File: config.mk
export PLATFORM = sky130hd
export DESIGN_NAME = alu_seq_flat
export DESIGN_NICKNAME = d
export VERILOG_FILES = /design/src/rtl/alu_seq_if.sv /design/src/rtl/alu_seq.sv /design/src/flat_wrapper.sv
export SDC_FILE = /design/constraint.sdc
export NUM_CORES = 1
export LEC_CHECK = 0
export CAP_MARGIN = 20
export CORE_MARGIN = 2
export CORE_UTILIZATION = 52
export CTS_CLUSTER_SIZE = 8
export DETAILED_ROUTE_END_ITERATION = 8
export PLACE_DENSITY = 0.83
export SLEW_MARGIN = 5
export SYNTH_ARGS = -nofsm -noshare
export SYNTH_HDL_FRONTEND = slang
export SYNTH_SLANG_ARGS = --single-unit
File: constraint.sdc
create_clock -name clk -period 4.7 [get_ports clk]
set_input_delay 0.94 -clock clk [delete_from_list [all_inputs] [get_ports clk]]
set_output_delay 0.94 -clock clk [all_outputs]
set_load 0.05 [all_outputs]
File: src/rtl/alu_seq_if.sv
`default_nettype none
// ============================================================================
// Module   : alu_seq_if
// Brief    : Operand/result handshake bundle for the sequential execute ALU.
// Revision : 1.0
// ============================================================================
interface alu_seq_if #(
    parameter int WIDTH = 32
);
    logic             in_valid;
    logic             in_ready;
    logic [3:0]       op;
    logic [WIDTH-1:0] a;
    logic [WIDTH-1:0] b;
    logic [31:0]      flags_in;
    logic             out_valid;
    logic             out_ready;
    logic [WIDTH-1:0] result;
    logic [31:0]      flags_out;
    logic             busy;

    modport master (
        output in_valid, op, a, b, flags_in, out_ready,
        input  in_ready, out_valid, result, flags_out, busy
    );

    modport slave (
        input  in_valid, op, a, b, flags_in, out_ready,
        output in_ready, out_valid, result, flags_out, busy
    );
endinterface
`default_nettype wire

File: src/rtl/alu_seq.sv
`default_nettype none
// ============================================================================
// Module   : alu_seq
// Brief    : Handshaked execute-stage ALU with EFLAGS merge and iterative shifts.
// Revision : 1.0
// ============================================================================
module alu_seq #(
    parameter int WIDTH = 32
) (
    input  wire logic clk,
    input  wire logic reset,
    alu_seq_if.slave  bus
);
    localparam int         c_msb    = WIDTH - 1;
    localparam logic [3:0] c_op_add = 4'd0, c_op_or  = 4'd1, c_op_not = 4'd2, c_op_daa = 4'd3;
    localparam logic [3:0] c_op_and = 4'd4, c_op_cld = 4'd5, c_op_cmp = 4'd6, c_op_std = 4'd7;
    localparam logic [3:0] c_op_adc = 4'd8, c_op_shl = 4'd9, c_op_shr = 4'd10, c_op_sar = 4'd11;

    typedef enum logic [0:0] {IDLE = 1'b0, SHIFT = 1'b1} state_t;

    state_t           r_state;
    logic [WIDTH-1:0] r_work, r_result;
    logic [4:0]       r_cnt;
    logic [1:0]       r_sop;
    logic [31:0]      r_fsave, r_flags;
    logic             r_one, r_amsb, r_out_valid;

    logic             w_in_ready, w_accept, w_start, w_load, w_fin, w_cin;
    logic [WIDTH:0]   w_sum, w_diff;
    logic [WIDTH-1:0] w_axs, w_axd, w_res, w_step;
    logic [31:0]      w_fl, w_sfl;
    logic             w_step_cf, w_c0, w_c1;
    logic [3:0]       w_lo, w_hi_adj;
    logic [4:0]       w_hi;

    function automatic logic [31:0] szp(input logic [31:0] fl, input logic [WIDTH-1:0] r);
        szp    = fl;
        szp[7] = r[c_msb];
        szp[6] = ~|r;
        szp[2] = ~^r[7:0];
    endfunction

    assign w_cin  = (bus.op == c_op_adc) & bus.flags_in[0];
    assign w_sum  = {1'b0, bus.a} + {1'b0, bus.b} + {{WIDTH{1'b0}}, w_cin};
    assign w_diff = {1'b0, bus.a} - {1'b0, bus.b};
    assign w_axs  = bus.a ^ bus.b ^ w_sum[c_msb:0];
    assign w_axd  = bus.a ^ bus.b ^ w_diff[c_msb:0];

    always_comb begin
        w_c0     = (bus.a[3:0] > 4'd9);
        w_lo     = w_c0 ? bus.a[3:0] + 4'd6 : bus.a[3:0];
        w_hi     = {1'b0, bus.a[7:4]} + {4'd0, w_c0};
        w_c1     = (w_hi > 5'd9);
        w_hi_adj = w_c1 ? w_hi[3:0] + 4'd6 : w_hi[3:0];
    end

    // Single-cycle datapath; shifts only take this path when the count is zero.
    always_comb begin
        w_res = '0;
        w_fl  = bus.flags_in;
        case (bus.op)
            c_op_add, c_op_adc: begin
                w_res     = w_sum[c_msb:0];
                w_fl      = szp(bus.flags_in, w_sum[c_msb:0]);
                w_fl[0]   = w_sum[WIDTH];
                w_fl[4]   = w_axs[4];
                w_fl[11]  = (bus.a[c_msb] == bus.b[c_msb]) && (w_sum[c_msb] != bus.a[c_msb]);
            end
            c_op_cmp: begin
                w_res     = w_diff[c_msb:0];
                w_fl      = szp(bus.flags_in, w_diff[c_msb:0]);
                w_fl[0]   = w_diff[WIDTH];
                w_fl[4]   = w_axd[4];
                w_fl[11]  = (bus.a[c_msb] != bus.b[c_msb]) && (w_diff[c_msb] != bus.a[c_msb]);
            end
            c_op_or, c_op_and: begin
                w_res     = (bus.op == c_op_or) ? (bus.a | bus.b) : (bus.a & bus.b);
                w_fl      = szp(bus.flags_in, w_res);
                w_fl[0]   = 1'b0;
                w_fl[4]   = 1'b0;
                w_fl[11]  = 1'b0;
            end
            c_op_not: w_res = ~bus.a;
            c_op_daa: begin
                w_res[7:0] = {w_hi_adj, w_lo};
                w_fl[0]    = w_c0 | w_c1;
                w_fl[4]    = w_c0 | w_c1;
                w_fl[6]    = ~|{w_hi_adj, w_lo};
                w_fl[2]    = ~^{w_hi_adj, w_lo};
                w_fl[7]    = 1'b0;
                w_fl[11]   = 1'b0;
            end
            c_op_cld: w_fl[10] = 1'b0;
            c_op_std: w_fl[10] = 1'b1;
            c_op_shl, c_op_shr, c_op_sar: w_res = bus.a;
            default: ;
        endcase
    end

    // One-bit shift step; r_sop holds op[1:0]: 1 SHL, 2 SHR, 3 SAR.
    always_comb begin
        w_step    = {r_work[c_msb-1:0], 1'b0};
        w_step_cf = r_work[c_msb];
        if (r_sop != 2'd1) begin
            w_step    = {(r_sop == 2'd3) & r_work[c_msb], r_work[c_msb:1]};
            w_step_cf = r_work[0];
        end
        w_sfl     = szp(r_fsave, w_step);
        w_sfl[0]  = w_step_cf;
        w_sfl[4]  = 1'b0;
        w_sfl[11] = 1'b0;
        if (r_one) begin
            case (r_sop)
                2'd1:    w_sfl[11] = w_step[c_msb] ^ w_step_cf;
                2'd2:    w_sfl[11] = r_amsb;
                default: w_sfl[11] = 1'b0;
            endcase
        end
    end

    assign w_in_ready = (r_state == IDLE) && (!r_out_valid || bus.out_ready);
    assign w_accept   = bus.in_valid && w_in_ready;
    assign w_start    = w_accept && (bus.op inside {c_op_shl, c_op_shr, c_op_sar}) && (bus.b[4:0] != 5'd0);
    assign w_load     = w_accept && !w_start;
    assign w_fin      = (r_state == SHIFT) && (r_cnt == 5'd1) && (!r_out_valid || bus.out_ready);

    always_ff @(posedge clk or negedge reset) begin
        if (!reset) begin
            r_state     <= IDLE;
            r_work      <= '0;
            r_cnt       <= '0;
            r_sop       <= '0;
            r_fsave     <= '0;
            r_one       <= 1'b0;
            r_amsb      <= 1'b0;
            r_result    <= '0;
            r_flags     <= '0;
            r_out_valid <= 1'b0;
        end else begin
            case (r_state)
                IDLE: if (w_start) begin
                    r_state <= SHIFT;
                    r_work  <= bus.a;
                    r_cnt   <= bus.b[4:0];
                    r_sop   <= bus.op[1:0];
                    r_fsave <= bus.flags_in;
                    r_one   <= (bus.b[4:0] == 5'd1);
                    r_amsb  <= bus.a[c_msb];
                end
                SHIFT: begin
                    // The last step goes straight to the output register, so hold at count 1.
                    if (r_cnt != 5'd1) begin
                        r_work <= w_step;
                        r_cnt  <= r_cnt - 5'd1;
                    end else if (w_fin) begin
                        r_state <= IDLE;
                    end
                end
                default: r_state <= IDLE;
            endcase

            if (w_load) begin
                r_result    <= w_res;
                r_flags     <= w_fl;
                r_out_valid <= 1'b1;
            end else if (w_fin) begin
                r_result    <= w_step;
                r_flags     <= w_sfl;
                r_out_valid <= 1'b1;
            end else if (bus.out_ready) begin
                r_out_valid <= 1'b0;
            end
        end
    end

    assign bus.in_ready  = w_in_ready;
    assign bus.out_valid = r_out_valid;
    assign bus.result    = r_result;
    assign bus.flags_out = r_flags;
    assign bus.busy      = (r_state == SHIFT);
endmodule
`default_nettype wire

File: src/flat_wrapper.sv
// flat-port wrapper written by rule: the top's interface ports become plain ports
module alu_seq_flat 
#(
    parameter int WIDTH = 32
)
  (clk, reset, bus_in_valid, bus_op, bus_a, bus_b, bus_flags_in, bus_out_ready, bus_in_ready, bus_out_valid, bus_result, bus_flags_out, bus_busy);
  alu_seq_if #(.WIDTH(WIDTH)) bus_i ();
  input  wire logic clk;
  input  wire logic reset;
  input wire logic [$bits(bus_i.in_valid)-1:0] bus_in_valid;
  input wire logic [$bits(bus_i.op)-1:0] bus_op;
  input wire logic [$bits(bus_i.a)-1:0] bus_a;
  input wire logic [$bits(bus_i.b)-1:0] bus_b;
  input wire logic [$bits(bus_i.flags_in)-1:0] bus_flags_in;
  input wire logic [$bits(bus_i.out_ready)-1:0] bus_out_ready;
  output wire logic [$bits(bus_i.in_ready)-1:0] bus_in_ready;
  output wire logic [$bits(bus_i.out_valid)-1:0] bus_out_valid;
  output wire logic [$bits(bus_i.result)-1:0] bus_result;
  output wire logic [$bits(bus_i.flags_out)-1:0] bus_flags_out;
  output wire logic [$bits(bus_i.busy)-1:0] bus_busy;
  assign bus_i.in_valid = bus_in_valid;
  assign bus_i.op = bus_op;
  assign bus_i.a = bus_a;
  assign bus_i.b = bus_b;
  assign bus_i.flags_in = bus_flags_in;
  assign bus_i.out_ready = bus_out_ready;
  assign bus_in_ready = bus_i.in_ready;
  assign bus_out_valid = bus_i.out_valid;
  assign bus_result = bus_i.result;
  assign bus_flags_out = bus_i.flags_out;
  assign bus_busy = bus_i.busy;
  alu_seq #(.WIDTH(WIDTH)) u_core (.clk(clk), .reset(reset), .bus(bus_i));
endmodule
==> key figures, run 1 <==
Die
  – Ports: 171
  – Number of placement rows: 57
  – Die width: 162 µm
  – Core area: 24500 µm²
  – Die height: 162 µm
  – Initial core utilization: 0.533
  – Full die area: 26400 µm²

Clock tree
  – CTS tree: yes
  – Clock slew seen by the registers of the worst setup and hold paths: 0.06 ns
  – Max Root-Sink Buffers: 2
  – Skew-Pair Late Insertion Delay: 0.43 ns
  – Number of CTS-inserted buffers: 17
  – Clock Sinks: 133
  – Clock root cell: clkbuf_16
  – H-tree depth: 4

Routing
  – Drt drc: 0
  – Vias per cell: 6.44
  – Total wire length: 52.4 mm
  – Routed Antenna Nets: 0
  – Via count: 14915
  – WL/cell: 22.6 µm
  – Detailed Routing Iterations Pass 1: 8
  – Initial drt markers: 1793

Global route
  – Gr ovfl total: 0
  – Vias in the first global route: 14054
  – Initial antenna violation count: 1
  – Largest net degree at the start of global routing: 113
  – GR Util All Layers: 0.393
  – First-pass GRT wire length: 80.2 mm

Worst setup path
  – CP Cell Sequence: clkdlybuf4s50_1 -> inv_1 -> ha_1 -> buf_4 -> a2111oi_4 -> a2111oi_4 -> a221o_2 -> buf_4 -> a31oi_4 -> xnor2_1 -> or4_4 -> a2111oi_2 -> nand4_1 -> or4_1 -> nand2_1
  – R2r startpoint: u_core.r_sop[1]
  – Max stage delay on crit path: 0.57 ns
  – Worst-path maximum fanout: 3
  – R2R Setup Slk: 0.65 ns
  – Worst path bufs/invs: 4
  – Startpoint Class: input port
  – Worst r2r path cells: 12
  – FF-to-FF End: u_core.bus.flags_out[6]
  – CP endpoint kind: flip-flop
  – CP arrival: 4.91 ns
  – CP Class: in -> reg
  – CP top delay family: compound AO/OA/AOI/OAI gates
  – Crit path max-delay cell type: clkdlybuf4s50_1
  – Required time of the critical path: 5.06 ns

Synth
  – Synthesized area: 13000 µm²
  – Asr flop ratio synth: 1.00
  – Main area contributors after synthesis: dfrtp_1 26%, ha_1 12%, nand2_1 5.9%, a21oi_1 5.9%, o21ai_0 5.1%
  – Register area share after synthesis: 0.255
  – Top cell type's share of synthesized area: 0.255
  – Syn avg cell area: 7.71 µm²
  – Most frequent cell after synthesis: nand2_1
  – Commonest cells in the netlist: 206 x nand2_1, 155 x nor2_1, 153 x a21oi_1, 134 x o21ai_0, 133 x dfrtp_1
  – Yosys warns: 0
  – Synth Flop Type: dfrtp_1
  – Post-synthesis cell type count: 76
  – Syn nets: 1922
  – Synth area leader: dfrtp_1
  – Count of flip-flops with a built-in enable after synthesis: 0
  – Cells after Synth: 1692
  – Synthesis-stage register bit count: 133

Finish
  – Final cell count without fillers: 2316
  – Area delta synth->final: 31.3%
  – Final net count: 2209
  – Layout cells sized above 1: 0.163
  – Post-route cell area: 17100 µm²
  – Ant diodes: 0
  – FILL cells: 1960

Power
  – Pwr dens: 506 nW/µm²
  – Sequential Power Share: 0.257
  – Leak: 7.57 nW
  – Sw Pwr: 0.00424 W
  – VDD IR max: 473 µV
  – Sw Ratio: 0.489
  – Clock share of power: 0.157
  – Comb power frac: 0.585
  – Pint: 0.00443 W

Place
  – Routability congestion estimate: 1.02
  – Area after DPL: 16300 µm²
  – Post-placement cell count: 2279
  – Port Buffers: 170
  – DP Wirelength: 39.3 mm

STA
  – Final Max Tran Viols: 0
  – Worst slew margin: 0.212
  – Crit share post-route: 0.968
  – Finish-stage setup viols: 0
  – Worst slew pin tran: 1.18 ns
  – Clk_skew: 0.0111 ns
  – Crit path time final: 4.55 ns
  – Fmax: 220 MHz
  – Hold Vio Cnt, Final: 0

Flow run
  – Max-cap violations: 0

Outcome
  – Outcome: completed

Hold path
  – Worst hold path class: in -> async
## worst max-delay path by stage
stage / startpoint / end / slack, ns / cells after the start
detailed placement: bus_op[2] / u_core.bus.flags_out[6] / -0.43 / 20
global route: bus_b[4] / u_core.bus.flags_out[6] / -0.01 / 14
CTS: bus_op[2] / u_core.bus.flags_out[6] / 0.02 / 18
global placement: bus_op[2] / u_core.bus.flags_out[6] / -0.28 / 20
finish: bus_b[4] / u_core.bus.flags_out[6] / 0.15 / 15
floorplan: bus_op[2] / u_core.bus.flags_out[6] / -0.15 / 22
## kinds of logic (layout without fill, tap and decap cells)
family,Yosys count,in the layout,share of synthesized area
AOI/OAI and AO/OA,541,541,0.272
xor gates and xnor gates,70,70,0.0470
adders and majority gates,126,126,0.123
buffers and inverters,218,518,0.0635
DFF,133,133,0.255
muxes,66,66,0.0536
and+or+nand+nor,538,538,0.186
## final cells by class
class / instances / area [µm²] / area share
tap: 324 / 405 / 0.0237
inverter: 110 / 413 / 0.0241
clock buffer: 17 / 425 / 0.0248
clock inverter: 15 / 179 / 0.0104
timing repair buffer: 376 / 3320 / 0.194
sequential: 133 / 3330 / 0.194
multi-input combinational: 1341 / 9050 / 0.529
## timing repair
action                                  in CTS  in global routing
hold buffers                                 0                  0
pin swaps                                    2                 13
endpoints found under the setup margin       1                  4
setup buffers                                1                  3
resized for setup                            2                 28
## power by group through the flow
stage / clock (W) / combinational [W] / sequential, W
after CTS: 0.00136 / 0.00498 / 0.00220
final: 0.00136 / 0.00507 / 0.00223
after floorplan: 0 / 0.00230 / 0.00303
after detailed placement: 0 / 0.00491 / 0.00221
after global routing: 0.00142 / 0.00541 / 0.00227
after global placement: 0 / 0.00480 / 0.00218
## layer usage
metal	GRT usage	vias to the layer above	wire length, µm
li1	-	6690	-
met1	0.554	7134	21900
met2	0.609	938	23100
met3	0.0761	151	5640
met4	0.124	2	1840
met5	0	-	13
## placed cells by master, fill, tap and decap left out, drive strengths merged, types with 7 or more instances in the layout
master and instances:
a221o 12, ha 123, o221ai 24, clkbuf 17
a22oi 31, o22a 19, a21oi 153, a21o 15
mux2i 36, nor2 155, nor4 16, xnor2 61
xor2 9, nand4 25, mux2 30, a221oi 26
a211oi 15, o211ai 11, dfrtp 133, inv 117
o21bai 7, nor2b 11, o311ai 7, or3 8
o22ai 15, buf 207, nand2 206, clkdlybuf4s50 165
nand3 26, a31oi 15, o21ai 137, a2111oi 7
o31ai 12, nand2b 15, nor3 39
## state kept, by name, summed over array words and instances (netlist names)
name	flops
u_core.r_fsave	26
u_core.r_one	1
u_core.r_work	32
u_core.bus.flags_out	32
u_core.r_amsb	1
u_core.bus.result	32
u_core.r_sop	2
u_core.bus.busy	1
u_core.r_cnt	5
u_core.bus.out_valid	1
## per-stage QoR
| step | TNS (ns) | setup WS, ns | power, W | utilization | hold slack (ns) |
|---|---|---|---|---|---|
| after floorplan | -0.147 | -0.147 | 0.00532 | - | 0.470 |
| after global placement | -0.732 | -0.283 | 0.00698 | 0.668 | 0.457 |
| after detailed placement | -1.63 | -0.433 | 0.00712 | 0.668 | 0.467 |
| after CTS | 0 | 0.0223 | 0.00854 | 0.693 | 0.489 |
| after global routing | -0.0109 | -0.0109 | 0.00910 | 0.700 | 0.369 |
| final | 0 | 0.149 | 0.00867 | 0.700 | 0.363 |
No activity file was read; power rests on OpenSTA's default activity.
==> run 2: changes to the inputs <==
==> constraint.sdc (replaced) <==
create_clock -name clk -period 4.7 [get_ports clk]
set_input_delay 1.41 -clock clk [delete_from_list [all_inputs] [get_ports clk]]
set_output_delay 1.41 -clock clk [all_outputs]
set_load 0.02 [all_outputs]
==> run 2 against run 1 <==
- the flow now finishes with violations (negative setup slack)
- global-route usage grew 1.3 points
- first-iteration DRC count grew 4.1%
- die area is the same
- cell count grew 4.5%
- highest routed layer is now met4
==> key figures, run 2 (synthesis gave the netlist of run 1 again) <==
Power
  – VDD IR max: 379 µV (was 473 µV)
  – Pwr dens: 450 nW/µm² (was 506 nW/µm²)
  – Leak: 8.18 nW (was 7.57 nW)

Worst setup path
  – CP endpoint kind: flip-flop (unchanged)
  – CP top delay family: simple AND/OR/NAND/NOR gates (was compound AO/OA/AOI/OAI gates)
  – Required time of the critical path: 5.07 ns (was 5.06 ns)
  – Crit path max-delay cell type: or4_4 (was clkdlybuf4s50_1)
  – Max stage delay on crit path: 0.57 ns (about the same)
  – CP Cell Sequence: dlygate4sd2_1 -> inv_2 -> ha_4 -> nand2b_1 -> o211ai_2 -> buf_4 -> buf_4 -> a2111oi_4 -> a221o_2 -> a31oi_4 -> xnor2_2 -> or4_4 -> a2111oi_4 -> nand4_1 -> or4_1 -> nand2_1 (was clkdlybuf4s50_1 -> inv_1 -> ha_1 -> buf_4 -> a2111oi_4 -> a2111oi_4 -> a221o_2 -> buf_4 -> a31oi_4 -> xnor2_1 -> or4_4 -> a2111oi_2 -> nand4_1 -> or4_1 -> nand2_1)
  – Worst-path maximum fanout: 3 (unchanged)
  – CP Class: in -> reg (unchanged)
  – Startpoint Class: input port (unchanged)
  – CP arrival: 5.10 ns (was 4.91 ns)
  – Worst path bufs/invs: 4 (unchanged)

Clock tree
  – Number of CTS-inserted buffers: 17 (unchanged)
  – Max Root-Sink Buffers: 2 (unchanged)
  – CTS tree: yes (unchanged)
  – Clock slew seen by the registers of the worst setup and hold paths: 0.07 ns (was 0.06 ns)
  – Clock root cell: clkbuf_16 (unchanged)
  – H-tree depth: 4 (unchanged)
  – Skew-Pair Late Insertion Delay: 0.44 ns (was 0.43 ns)
  – Clock Sinks: 133 (unchanged)

Global route
  – First-pass GRT wire length: 83.6 mm (was 80.2 mm)
  – Largest net degree at the start of global routing: 102 (was 113)
  – Gr ovfl total: 0 (unchanged)
  – GR Util All Layers: 0.406 (was 0.393)
  – Vias in the first global route: 15074 (was 14054)
  – Initial antenna violation count: 0 (was 1)

STA
  – Fin worst setup slack: -0.0270 ns (was 0.149 ns)
  – Final Max Tran Viols: 0 (unchanged)
  – Hold Vio Cnt, Final: 0 (unchanged)
  – Unrepaired setup endpoints after global routing: true
  – Finish-stage setup viols: 1 (was 0)
  – Worst slew pin tran: 0.916 ns (was 1.18 ns)
  – Crit path time final: 4.73 ns (was 4.55 ns)
  – Hold WS: 0.478 ns (was 0.363 ns)
  – Fin Setup TNS: -0.0270 ns (was 0 ns)
  – Fmax: 212 MHz (was 220 MHz)
  – Clk_skew: 0.00896 ns (was 0.0111 ns)
  – Crit share post-route: 1.01 (was 0.968)
  – Worst slew margin: 0.384 (was 0.212)

Place
  – Post-placement cell count: 2369 (was 2279)
  – Routability congestion estimate: 1.03 (was 1.02)
  – Port Buffers: 170 (unchanged)
  – DP Wirelength: 40.4 mm (was 39.3 mm)

Finish
  – FILL cells: 1785 (was 1960)
  – Ant diodes: 0 (unchanged)
  – Area delta synth->final: 40.4% (was 31.3%)
  – Multi-input combinational cell area: 9470 µm² (was 9050 µm²)
  – Reg area: 3330 µm² (unchanged)
  – Final cell count without fillers: 2421 (was 2316)
  – Most common cell after layout, fill and taps aside: buf_4 (was nand2_1)
  – Fin util: 0.748 (was 0.700)
  – Commonest non-fill, non-tap cells in the layout: 304 x buf_4, 206 x nand2_1, 148 x clkdlybuf4s50_1 (was 206 x nand2_1, 202 x buf_4, 165 x clkdlybuf4s50_1)
  – Layout cells sized above 1: 0.239 (was 0.163)
  – Final net count: 2314 (was 2209)

Outcome
  – Outcome: finished, violations left (was completed)
  – Violated checks: negative setup slack

Die
  – Number of placement rows: 57 (unchanged)
  – Die width: 162 µm (unchanged)
  – Core area: 24500 µm² (unchanged)
  – Die height: 162 µm (unchanged)
  – Full die area: 26400 µm² (unchanged)
  – Initial core utilization: 0.533 (unchanged)
  – Ports: 171 (unchanged)

Flow run
  – Max-cap violations: 0 (unchanged)

Routing
  – Initial drt markers: 1867 (was 1793)
  – Vias per cell: 6.42 (was 6.44)
  – Drt drc: 0 (unchanged)
  – Detailed Routing Iterations Pass 1: 8 (unchanged)
  – Routed Antenna Nets: 0 (unchanged)
  – WL/cell: 22.5 µm (was 22.6 µm)
  – Total wire length: 54.6 mm (was 52.4 mm)
  – Via count: 15553 (was 14915)

Hold path
  – Worst hold path class: reg -> reg (was in -> async)
-- run 2: cell types whose count changed in the layout (fill, tap and decap cells not counted), sizes merged --
| cell | before | now |
|---|---|---|
| buf | 207 | 317 |
| clkdlybuf4s50 | 165 | 148 |
| dlygate4sd2 | 0 | 4 |
| dlymetal6s2s | 4 | 8 |
| clkbuf | 17 | 20 |
| clkdlybuf4s15 | 0 | 1 |
-- run 2: report_power, final --
| part | internal [W] | switching [W] | leakage, nW | total (W) |
|---|---|---|---|---|
| combinational | 0.00205 | 0.00256 | 6.28 | 0.00462 |
| sequential | 0.00172 | 0.000513 | 1.61 | 0.00224 |
| clock | 0.000762 | 0.000612 | 0.288 | 0.00137 |
-- run 2: area by class of cell --
| class | instances | area share |
|---|---|---|
| clock buffer | 17 | 0.0232 |
| clock inverter | 15 | 0.00977 |
| inverter | 110 | 0.0227 |
| multi-input combinational | 1341 | 0.517 |
| sequential | 133 | 0.182 |
| tap | 324 | 0.0221 |
| timing repair buffer | 481 | 0.223 |
-- run 2: per-stage QoR --
step	total power, W	cell area [µm²]	worst slack (ns)
2_1_floorplan	0.00468	13100	-0.617
3_3_place_gp	0.00637	17000	-0.754
3_5_place_dp	0.00653	17000	-0.890
4_1_cts	0.00803	17900	0.00653
5_1_grt	0.00864	18300	-0.132
6_report	0.00823	18300	-0.0270
-- run 2: tightest hold or removal path, cell delays in order, from the launching register on --
cell     delay [ns]
dfrtp_1        0.34
nand2_1        0.05
nand2_1        0.06
-- run 2: timing repair --
item	4_1_cts	5_1_grt
gates resized for setup	74	91
hold buffers	0	0
buffers inserted	8	13
endpoints found under the setup margin	13	13
pin swaps	27	46
-- run 2: path summary, 6_finish.rpt --
| kind | start | end | slack (ns) | cells past startpoint |
|---|---|---|---|---|
| max | bus_b[2] | u_core.bus.flags_out[6] | -0.03 | 16 |
| min in group asynchronous | reset | u_core.r_work[20] | 1.09 | 1 |
| max in group asynchronous | reset | u_core.bus.flags_out[31] | 2.61 | 2 |
| max reg2reg | u_core.r_sop[1] | u_core.bus.flags_out[6] | 0.40 | 12 |
| min reg2reg | u_core.bus.flags_out[8] | u_core.bus.flags_out[8] | 0.48 | 2 |
| min | u_core.bus.flags_out[8] | u_core.bus.flags_out[8] | 0.48 | 2 |
-- run 2: routing by layer --
metal  GRT usage  share of wire
met3       0.108           0.11
met1       0.537           0.40
met4       0.162          0.045
met5           0              0
met2       0.635           0.44
